## src/rtl/controller_pkg.sv

```systemverilog
// Shared types for the controller slice: bus condition commands and the
// condition-generator state encoding.
package controller_pkg;

  typedef enum logic [1:0] {
    BUS_COND_START  = 2'd0,
    BUS_COND_RSTART = 2'd1,
    BUS_COND_STOP   = 2'd2
  } bus_cond_e;

  typedef enum logic [3:0] {
    ST_IDLE   = 4'd0,
    ST_RS_LOW = 4'd1,
    ST_SU_STA = 4'd2,
    ST_HD_STA = 4'd3,
    ST_CLAIM  = 4'd4,
    ST_SP_LOW = 4'd5,
    ST_SU_STO = 4'd6,
    ST_SP_REL = 4'd7,
    ST_CHECK  = 4'd8,
    ST_NOP    = 4'd9
  } bus_cond_state_e;

endpackage

```

## src/rtl/bus_condition_gen_timer.sv

```systemverilog
// Saturating wait counter shared by every timed state: counts while the
// sensed condition holds, restarts whenever it drops or on clear.
module bus_cond_timer #(
  parameter int CNTR_W = 20
) (
  input  logic              clk_i,
  input  logic              rst_i,
  input  logic              clear_i,
  input  logic              cond_i,
  input  logic [CNTR_W-1:0] count_i,
  output logic              expired_o
);

  logic [CNTR_W-1:0] cnt_q, cnt_d;

  always_comb begin
    cnt_d = cnt_q;
    if (clear_i || !cond_i) begin
      cnt_d = '0;
    end else if (cnt_q != '1) begin
      cnt_d = cnt_q + CNTR_W'(1);
    end
  end

  always_ff @(posedge clk_i or posedge rst_i) begin
    if (rst_i) begin
      cnt_q <= '0;
    end else begin
      cnt_q <= cnt_d;
    end
  end

  // A count of 0 exits after a single cycle with the condition true.
  assign expired_o = cond_i && (cnt_q >= count_i);

endmodule

```

## src/rtl/bus_condition_gen.sv

```systemverilog
// Drives START / Repeated START / STOP onto open-drain SCL/SDA, pacing each
// step on the sensed line levels. BUS_COND_TIMEOUT_EN adds an SCL stretch limit.
module bus_condition_gen
  import controller_pkg::*;
#(
  parameter int CNTR_W = 20
) (
  input  logic              clk_i,
  input  logic              rst_i,
  input  logic              cmd_valid_i,
  input  logic [1:0]        cmd_i,
  output logic              cmd_ready_o,
  output logic              done_o,
  output logic              arb_lost_o,
  output logic              timeout_o,
  input  logic              scl_i,
  input  logic              sda_i,
  output logic              scl_o,
  output logic              sda_o,
  input  logic [CNTR_W-1:0] t_su_sta_i,
  input  logic [CNTR_W-1:0] t_hd_sta_i,
  input  logic [CNTR_W-1:0] t_su_sto_i,
  input  logic [CNTR_W-1:0] t_low_i,
  input  logic [CNTR_W-1:0] timeout_i
);

  bus_cond_state_e   state_q, state_d;
  logic              scl_q, scl_d, sda_q, sda_d;
  logic              ready_q, ready_d;
  logic              done_q, done_d, arb_q, arb_d, to_q, to_d;
  logic              tmr_timed, tmr_cond, tmr_expired, tmr_clear, to_hit;
  logic [CNTR_W-1:0] tmr_count;

  always_comb begin
    tmr_timed = 1'b0;
    tmr_cond  = 1'b0;
    tmr_count = '0;
    unique case (state_q)
      ST_RS_LOW, ST_SP_LOW: begin
        tmr_timed = 1'b1;
        tmr_cond  = 1'b1;
        tmr_count = t_low_i;
      end
      ST_SU_STA: begin
        tmr_timed = 1'b1;
        tmr_cond  = scl_i && sda_i;
        tmr_count = t_su_sta_i;
      end
      ST_HD_STA: begin
        tmr_timed = 1'b1;
        tmr_cond  = 1'b1;
        tmr_count = t_hd_sta_i;
      end
      ST_SU_STO: begin
        tmr_timed = 1'b1;
        tmr_cond  = scl_i;
        tmr_count = t_su_sto_i;
      end
      default: ;
    endcase
  end

  // Restarting on every exit guarantees a zero count on entry to the next state.
  assign tmr_clear = !tmr_timed || tmr_expired;

  bus_cond_timer #(.CNTR_W(CNTR_W)) u_timer (
    .clk_i     (clk_i),
    .rst_i     (rst_i),
    .clear_i   (tmr_clear),
    .cond_i    (tmr_cond),
    .count_i   (tmr_count),
    .expired_o (tmr_expired)
  );

`ifdef BUS_COND_TIMEOUT_EN
  logic              stretch;
  logic [CNTR_W-1:0] to_cnt_q, to_cnt_d;

  assign stretch = ((state_q == ST_SU_STA) || (state_q == ST_SU_STO)) && scl_q && !scl_i;

  always_comb begin
    to_cnt_d = '0;
    if (stretch) begin
      to_cnt_d = (to_cnt_q == '1) ? to_cnt_q : to_cnt_q + CNTR_W'(1);
    end
  end

  always_ff @(posedge clk_i or posedge rst_i) begin
    if (rst_i) begin
      to_cnt_q <= '0;
    end else begin
      to_cnt_q <= to_cnt_d;
    end
  end

  // Fires on the timeout_i-th consecutive stretched cycle.
  assign to_hit = stretch && (timeout_i != '0) &&
                  (({1'b0, to_cnt_q} + (CNTR_W+1)'(1)) >= {1'b0, timeout_i});
`else
  logic unused_timeout;
  assign unused_timeout = ^timeout_i;
  assign to_hit         = 1'b0;
`endif

  always_comb begin
    state_d = state_q;
    scl_d   = scl_q;
    sda_d   = sda_q;
    done_d  = 1'b0;
    arb_d   = 1'b0;
    to_d    = 1'b0;
    unique case (state_q)
      ST_IDLE: begin
        if (cmd_valid_i && ready_q) begin
          case (cmd_i)
            BUS_COND_START:  begin state_d = ST_SU_STA; scl_d = 1'b1; sda_d = 1'b1; end
            BUS_COND_RSTART: begin state_d = ST_RS_LOW; scl_d = 1'b0; sda_d = 1'b1; end
            BUS_COND_STOP:   begin state_d = ST_SP_LOW; scl_d = 1'b0; sda_d = 1'b0; end
            default:         state_d = ST_NOP;
          endcase
        end
      end
      ST_RS_LOW: if (tmr_expired) begin state_d = ST_SU_STA; scl_d = 1'b1; sda_d = 1'b1; end
      ST_SU_STA: begin
        // Someone else holds SDA low while SCL is high: the bus is not ours.
        if (scl_i && !sda_i) begin
          state_d = ST_IDLE; arb_d = 1'b1; scl_d = 1'b1; sda_d = 1'b1;
        end else if (to_hit) begin
          state_d = ST_IDLE; to_d = 1'b1; scl_d = 1'b1; sda_d = 1'b1;
        end else if (tmr_expired) begin
          state_d = ST_HD_STA; sda_d = 1'b0;
        end
      end
      ST_HD_STA: if (tmr_expired) begin state_d = ST_CLAIM; scl_d = 1'b0; end
      ST_CLAIM:  begin state_d = ST_IDLE; done_d = 1'b1; end
      ST_SP_LOW: if (tmr_expired) begin state_d = ST_SU_STO; scl_d = 1'b1; end
      ST_SU_STO: begin
        if (to_hit) begin
          state_d = ST_IDLE; to_d = 1'b1; scl_d = 1'b1; sda_d = 1'b1;
        end else if (tmr_expired) begin
          state_d = ST_SP_REL; sda_d = 1'b1;
        end
      end
      ST_SP_REL: state_d = ST_CHECK;
      ST_CHECK: begin
        state_d = ST_IDLE;
        scl_d   = 1'b1;
        sda_d   = 1'b1;
        done_d  = sda_i;
        arb_d   = !sda_i;
      end
      ST_NOP:  state_d = ST_IDLE;
      default: begin state_d = ST_IDLE; scl_d = 1'b1; sda_d = 1'b1; end
    endcase
    ready_d = (state_d == ST_IDLE);
  end

  always_ff @(posedge clk_i or posedge rst_i) begin
    if (rst_i) begin
      state_q <= ST_IDLE;
      scl_q   <= 1'b1;
      sda_q   <= 1'b1;
      ready_q <= 1'b1;
      done_q  <= 1'b0;
      arb_q   <= 1'b0;
      to_q    <= 1'b0;
    end else begin
      state_q <= state_d;
      scl_q   <= scl_d;
      sda_q   <= sda_d;
      ready_q <= ready_d;
      done_q  <= done_d;
      arb_q   <= arb_d;
      to_q    <= to_d;
    end
  end

  assign cmd_ready_o = ready_q;
  assign done_o      = done_q;
  assign arb_lost_o  = arb_q;
  assign timeout_o   = to_q;
  assign scl_o       = scl_q;
  assign sda_o       = sda_q;

endmodule
```

## config.mk

```make
export PLATFORM = sky130hd
export DESIGN_NAME = bus_condition_gen
export DESIGN_NICKNAME = d
export VERILOG_FILES = /design/src/rtl/controller_pkg.sv /design/src/rtl/bus_condition_gen_timer.sv /design/src/rtl/bus_condition_gen.sv
export SDC_FILE = /design/constraint.sdc
export NUM_CORES = 1
export LEC_CHECK = 0
export BUFFER_PORTS_ARGS = -buffer_cell sky130_fd_sc_hd__buf_4
export CAP_MARGIN = 10
export CORE_UTILIZATION = 45
export CTS_BUF_LIST = sky130_fd_sc_hd__clkbuf_4 sky130_fd_sc_hd__clkbuf_8 sky130_fd_sc_hd__clkbuf_16
export DETAILED_ROUTE_END_ITERATION = 6
export PLACE_DENSITY = 0.78
export SLEW_MARGIN = 20
export SYNTH_ARGS = -nofsm -noshare
export SYNTH_HDL_FRONTEND = slang
export SYNTH_HIERARCHICAL = 1
export SYNTH_SLANG_ARGS = --single-unit
```

## constraint.sdc

```tcl
create_clock -name clk_i -period 3.9 [get_ports clk_i]
set_clock_uncertainty 0.15 [all_clocks]
set_input_delay 0.195 -clock clk_i [delete_from_list [all_inputs] [get_ports clk_i]]
set_output_delay 0.195 -clock clk_i [all_outputs]
set_load 0.01 [all_outputs]
```

* Word level (Yosys, flattened, before mapping)
Index checks and enable logic that the tools add are counted.
** Operators by class
- $add $sub $neg :: 1
- Reduce and logical (&&, ||, !) cells :: 23
- Equal/unequal tests :: 20
- Multiplexer cells :: 27
- Order comparisons :: 1
- Bitwise logic cells :: 2
** Operators by type and width (count)
- $pmux W20 S4 :: 1
- $mux W20 :: 2
- $mux W4 :: 7
- $pmux W4 S7 :: 1
- $add A20 B1 Y20 const B :: 1
- $ge A20 B20 Y1 :: 1
- $ne A20 B20 Y1 const B :: 1
- $eq A4 B3 Y1 const B :: 4
- $pmux W4 S3 :: 1
- $reduce_or A5 Y1 :: 2
- $eq A4 B2 Y1 const B :: 2
- $eq A4 B4 Y1 const B :: 2
- $logic_not A4 Y1 :: 2
- $mux W1 :: 8
- $pmux W1 S2 :: 4
- $reduce_or A2 Y1 :: 4
- $ne A2 B2 Y1 const B :: 3
- $ne A3 B2 Y1 const B :: 2
- $reduce_and A6 Y1 :: 1
- $pmux W1 S5 :: 1
- $reduce_and A5 Y1 :: 1
- $eq A4 B1 Y1 const B :: 1
- $logic_and A1 B1 Y1 :: 4
- $ne A2 B1 Y1 const B :: 2
- 12 further kinds :: 16
** Word-level totals
- Flip-flop bits (word level) :: 29
- Bits of input ports :: 107
- Output and inout bits :: 6
- Logic and storage cells :: 81

* Longest topological paths before layout
- Depth in word-level cells :: 9
- Depth in mapped cells :: 19
- Mapped depth without buffers :: 15

* Hierarchy
The synthesis kept the hierarchy.
** By module, submodules not included
- bus_cond_timer :: instances 1, area an instance 1679.1 um^2, cells an instance 200
- bus_condition_gen :: instances 1, area an instance 1198.6 um^2, cells an instance 165

* Least setup slack after synthesis
OpenSTA, ideal clock, no wires.
- Kind :: register to register
- Start point :: reg state_q[2]
- End point :: reg u_timer.cnt_q[10]
- Data required time :: 3.640 ns
- Arrival time :: 3.413 ns
- Stages on the path, launching flop included :: 19
- Path slack :: 0.227 ns
- Setup time :: 0.110 ns
- Path through :: dfrtp_1 -> buf_4 -> buf_4 -> nor3_1 -> buf_2 -> a22oi_1 -> nand2_1 -> inv_1 -> ha_1 -> a211oi_1 -> o21ai_0 -> a41oi_1 -> o311ai_0 -> buf_2 -> or3_1 -> nor2b_1 -> clkbuf_1 -> o311ai_0 -> o41ai_1
** Between the ends
- Longest elaborated chain between the ends :: 8
** RTL lines
- start, declared :: RTL line bus_condition_gen.sv:27 : bus_cond_state_e state_q, state_d;
- start signal, assigned :: RTL line bus_condition_gen.sv:168 : state_q <= state_d;
- $eq A4 B3 Y1 / $eq A4 B1 Y1 (equally long branches) :: RTL line bus_condition_gen.sv:38 : unique case (state_q)
- $reduce_or A2 Y1 (no line)
- $pmux W20 S4 * :: RTL line bus_condition_gen.sv:38
- via tmr_count[2] :: RTL line bus_condition_gen.sv:32 : logic [CNTR_W-1:0] tmr_count;
- $ge A20 B20 Y1 * :: RTL line bus_condition_gen_timer.sv:34 : assign expired_o = cond_i && (cnt_q >= count_i);
- $logic_and A1 B1 Y1 * :: RTL line bus_condition_gen_timer.sv:34
- via tmr_expired :: RTL line bus_condition_gen.sv:31 : logic tmr_timed, tmr_cond, tmr_expired, tmr_clear, to_hit;
- $logic_or A1 B1 Y1 * :: RTL line bus_condition_gen.sv:64 : assign tmr_clear = !tmr_timed || tmr_expired;
- via tmr_clear :: RTL line bus_condition_gen.sv:31
- $logic_or A1 B1 Y1 * :: RTL line bus_condition_gen_timer.sv:18 : if (clear_i || !cond_i) begin
- $mux W20 / $reduce_bool A2 Y1 (equally long branches)
- end signal, assigned :: RTL line bus_condition_gen_timer.sv:29 : cnt_q <= cnt_d;
- end, declared :: RTL line bus_condition_gen_timer.sv:14 : logic [CNTR_W-1:0] cnt_q, cnt_d;
Mark *: on every way through the listed nets, which the timed path passes. The rest lies on a longest branch.
A chain may end at the register's enable or synchronous reset.

* Final worst setup path
- Start point :: reg state_q[0]
- End point :: reg u_timer.cnt_q[4]
The elaborated chain is that of the path after synthesis.

==> flow_summary.ini <==
[run_status]
outcome = finished clean

[synth]
synth_cell_type_count = 57
postSynthRegisterBits = 29
synth_seq_area_share_pct = 25.3
netlist_instances = 365
ys_warn_count = 6
ys_async_sr_fraction_pct = 100
synth_edf_count = 0
synthFlopType = sky130_fd_sc_hd__dfrtp_1
postSynthAreaPerCell_um2 = 7.88
synth.net_count = 498
syn_area_um2 = 2880

[drt]
vias = 3248
drt_first_pass_iters = 4
drc = 0
drtIter0Drc = 206
drt-total-wl_mm = 8.42
route.antenna.remaining_nets = 0
drt-vias-per-instance = 6.08
route.detailed.wl_per_inst_um = 15.8

[critical_path]
critical_path_class = flop to flop
cells_traversed_along_the_worst_timing_path = buf_4, nand2_1, nor3_2, buf_4, a22oi_1, nand2_1, inv_1, ha_1, a211oi_1, o21ai_0, a41oi_1, o311ai_1, or3_1, nand2b_4, a2111o_1, o21ai_1
critical_path.max_fanout = 12
timing.rr.start = state_q[0]
timing.critical_path.arrival_ns = 3.71
cpPeakStageDelay_ns = 0.41
cp_slowest_cell = sky130_fd_sc_hd__or3_1
timing.reg2reg.setup_slack_ns = 0.25
reg2regPathDepth = 16
setup.worst_path.end_class = flop
worst_setup_path_start_kind = flop
worst_ep_required_time_ns = 3.96
critical_path.reg2reg.endpoint = u_timer/cnt_q[4]

[worst_hold_path]
hold_path_startpoint = cmd_valid_i
cell_count_of_the_worst_hold_path = 3
whs_endpoint = state_q[3]
path_type_of_the_worst_min_delay_path = input pin to flop

[die]
core_um2 = 6060
floorplan.io_pins = 113
x_dimension_of_the_die_um = 82.0
die_h_um = 82.0
initial_core_utilization_pct = 47.5
dieArea_um2 = 6720
std_cell_rows = 28

[job]
number_of_max_cap_violations = 0

[placed_design]
post-place-cells = 524
place.detailed.hpwl_mm = 6.50
port_buffers = 91
gp_routability_congestion = 0.918

[finish]
final_common_cell = sky130_fd_sc_hd__buf_4
core_occupancy_in_the_finished_layout_pct = 62.8
fraction_of_final_layout_cells_with_drive_strength_greater_than_1_pct = 30.5
num_antenna_cells = 0
most_frequent_cells_in_the_layout = 106 x sky130_fd_sc_hd__buf_4, 46 x sky130_fd_sc_hd__nand2_1, 41 x sky130_fd_sc_hd__a22oi_1
fin_nets = 591
final-instance-count-excl-fill = 534
layout-area-overhead-vs-synth_pct = 32.3

[power_and_ir_drop]
power.density_nw_per_um2 = 462
p_leak_nw = 1.77
vdd_drop_max_mv = 0.328

[sta]
slew_headroom_pct = 45.6
final.setup.tns_ns = 0
worst_pin_slew_ns = 0.815
achievable-frequency_mhz = 274
unrepaired_setup_endpoints_after_global_routing = no
final-setup-viol-count = 0
final_period_minus_worst_setup_slack_ns = 3.65
layout_worst_path_cycle_share_pct = 93.5
timing.final.hold_violations = 0
timing_max_transition_violations_final = 0

[grt]
globalRoute.totalOverflow = 0
global_route.usage.met2_pct = 47.6
maximum_number_of_pins_on_one_net_before_global_route_repair = 21
grt.met1_usage_pct = 31.2
grt_first_pass_wirelength_mm = 13.6
grtUsageMet3_pct = 4.56
grtUsageTotal_pct = 26.3
number_of_global_route_vias_before_repair = 3111
antenna_found_initial = 0
globalRoute.busiestLayer = met2

[clock_network]
clock_latency_ns = 0.29
max-clock-path-buffers = 2
clockRootBuffer = sky130_fd_sc_hd__clkbuf_8
cts_made_buffers = 5
numClockSinks = 29
cts.clk_slew.worst_paths_ns = 0.07
clock_tree_from_tritoncts = yes
cts_htree_levels = 2
-- synthesized netlist by cell type (4+ instances only) --
cell type | count | area share (%)
sky130_fd_sc_hd__ha_1 | 26 | 11
sky130_fd_sc_hd__o21ai_0 | 11 | 1.9
sky130_fd_sc_hd__nand2_1 | 46 | 6.0
sky130_fd_sc_hd__buf_4 | 8 | 2.1
sky130_fd_sc_hd__dfrtp_1 | 26 | 23
sky130_fd_sc_hd__buf_2 | 8 | 1.4
sky130_fd_sc_hd__and4_1 | 4 | 1.2
sky130_fd_sc_hd__nand2b_1 | 8 | 1.7
sky130_fd_sc_hd__nand3_1 | 9 | 1.6
sky130_fd_sc_hd__nor2_1 | 16 | 2.1
sky130_fd_sc_hd__o211ai_1 | 4 | 1.0
sky130_fd_sc_hd__nor2b_1 | 4 | 0.87
sky130_fd_sc_hd__nor3_1 | 10 | 1.7
sky130_fd_sc_hd__a22oi_1 | 41 | 11
sky130_fd_sc_hd__a41oi_1 | 4 | 1.2
sky130_fd_sc_hd__a21oi_1 | 26 | 4.5
sky130_fd_sc_hd__o31ai_1 | 4 | 1.0
sky130_fd_sc_hd__inv_1 | 26 | 3.4
sky130_fd_sc_hd__a31oi_1 | 4 | 0.87
sky130_fd_sc_hd__clkbuf_1 | 5 | 0.65
sky130_fd_sc_hd__nor4_1 | 4 | 0.87
sky130_fd_sc_hd__nand4_1 | 12 | 2.6
-- layout make-up --
class	count	area [µm²]
fillers	537	2250
multi-input cells	284	1930
repair buffers	111	867
flip-flops and latches	29	731
inverters	27	101
well taps	75	93.8
clock buffers	5	68.8
clock inverters	3	17.5
-- critical path, delay by kind of cell (launching register included) --
kind                       cells  cell delay, ns
AOI/OAI and AO/OA              7            1.26
adders and majority gates      1            0.31
buffers and inverters          3            0.42
DFF                            1            0.36
and+or+nand+nor                5            1.05
-- per-stage QoR --
step                hold WS [ns]  worst slack, ns  cell area, µm²  power (mW)
global placement          0.0715            0.139            3670        1.42
global route               0.100           0.0199            3810        1.90
floorplan                 -0.129            0.227            2880        1.10
finish                     0.104            0.254            3810        1.76
detailed placement        0.0743           0.0773            3670        1.46
CTS                       0.0997           0.0371            3770        1.72
-- timing repair --
| item | 4_1_cts | 5_1_grt |
|---|---|---|
| endpoints found under the setup margin | 0 | 17 |
| setup buffers | 0 | 0 |
| hold endpoints to repair | 27 | 0 |
| hold buffers | 2 | 0 |
| resized for setup | 0 | 10 |
-- metal layers --
layer / wire [µm] / part of all wire [%] / vias up
met1: 3570 / 42 / 1529
li1: - / - / 1549
met3: 627 / 7.4 / 10
met4: 111 / 1.3 / 0
met5: 0 / 0 / -
met2: 4110 / 49 / 160
-- state kept, by name, summed over array words and instances, names as in the netlist --
signal / flops
scl_o: 1
cmd_ready_o: 1
arb_lost_o: 1
u_timer/cnt_q: 20
done_o: 1
state_q: 4
sda_o: 1
-- power breakdown --
part	leakage, nW	internal (mW)	switching (mW)	total, mW
Sequential	0.387	0.348	0.0342	0.382
Combinational	1.34	0.493	0.626	1.12
Clock	0.0439	0.123	0.133	0.256
-- how the worst max path moves through the flow --
stage | cells after the start | slack [ns] | endpoint | start
global route | 18 | 0.02 | cmd_ready_o | state_q[0]
CTS | 15 | 0.04 | u_timer/cnt_q[4] | state_q[1]
global placement | 15 | 0.14 | u_timer/cnt_q[4] | state_q[1]
finish | 16 | 0.25 | u_timer/cnt_q[4] | state_q[0]
floorplan | 18 | 0.23 | u_timer/cnt_q[10] | state_q[2]
detailed placement | 15 | 0.08 | u_timer/cnt_q[4] | state_q[1]
-- kinds of logic (layout without fill, tap and decap cells) --
kind of cell	count (synthesis)	after routing	share of synthesized area, %
AOI/OAI and AO/OA	114	114	26.8
xor gates and xnor gates	1	1	0.304
adders and majority gates	26	26	11.3
buffers and inverters	52	146	8.96
DFF	29	29	25.3
muxes	4	4	1.43
other	1	1	0.130
and+or+nand+nor	138	138	25.7
No activity file was read; power rests on OpenSTA's default activity.
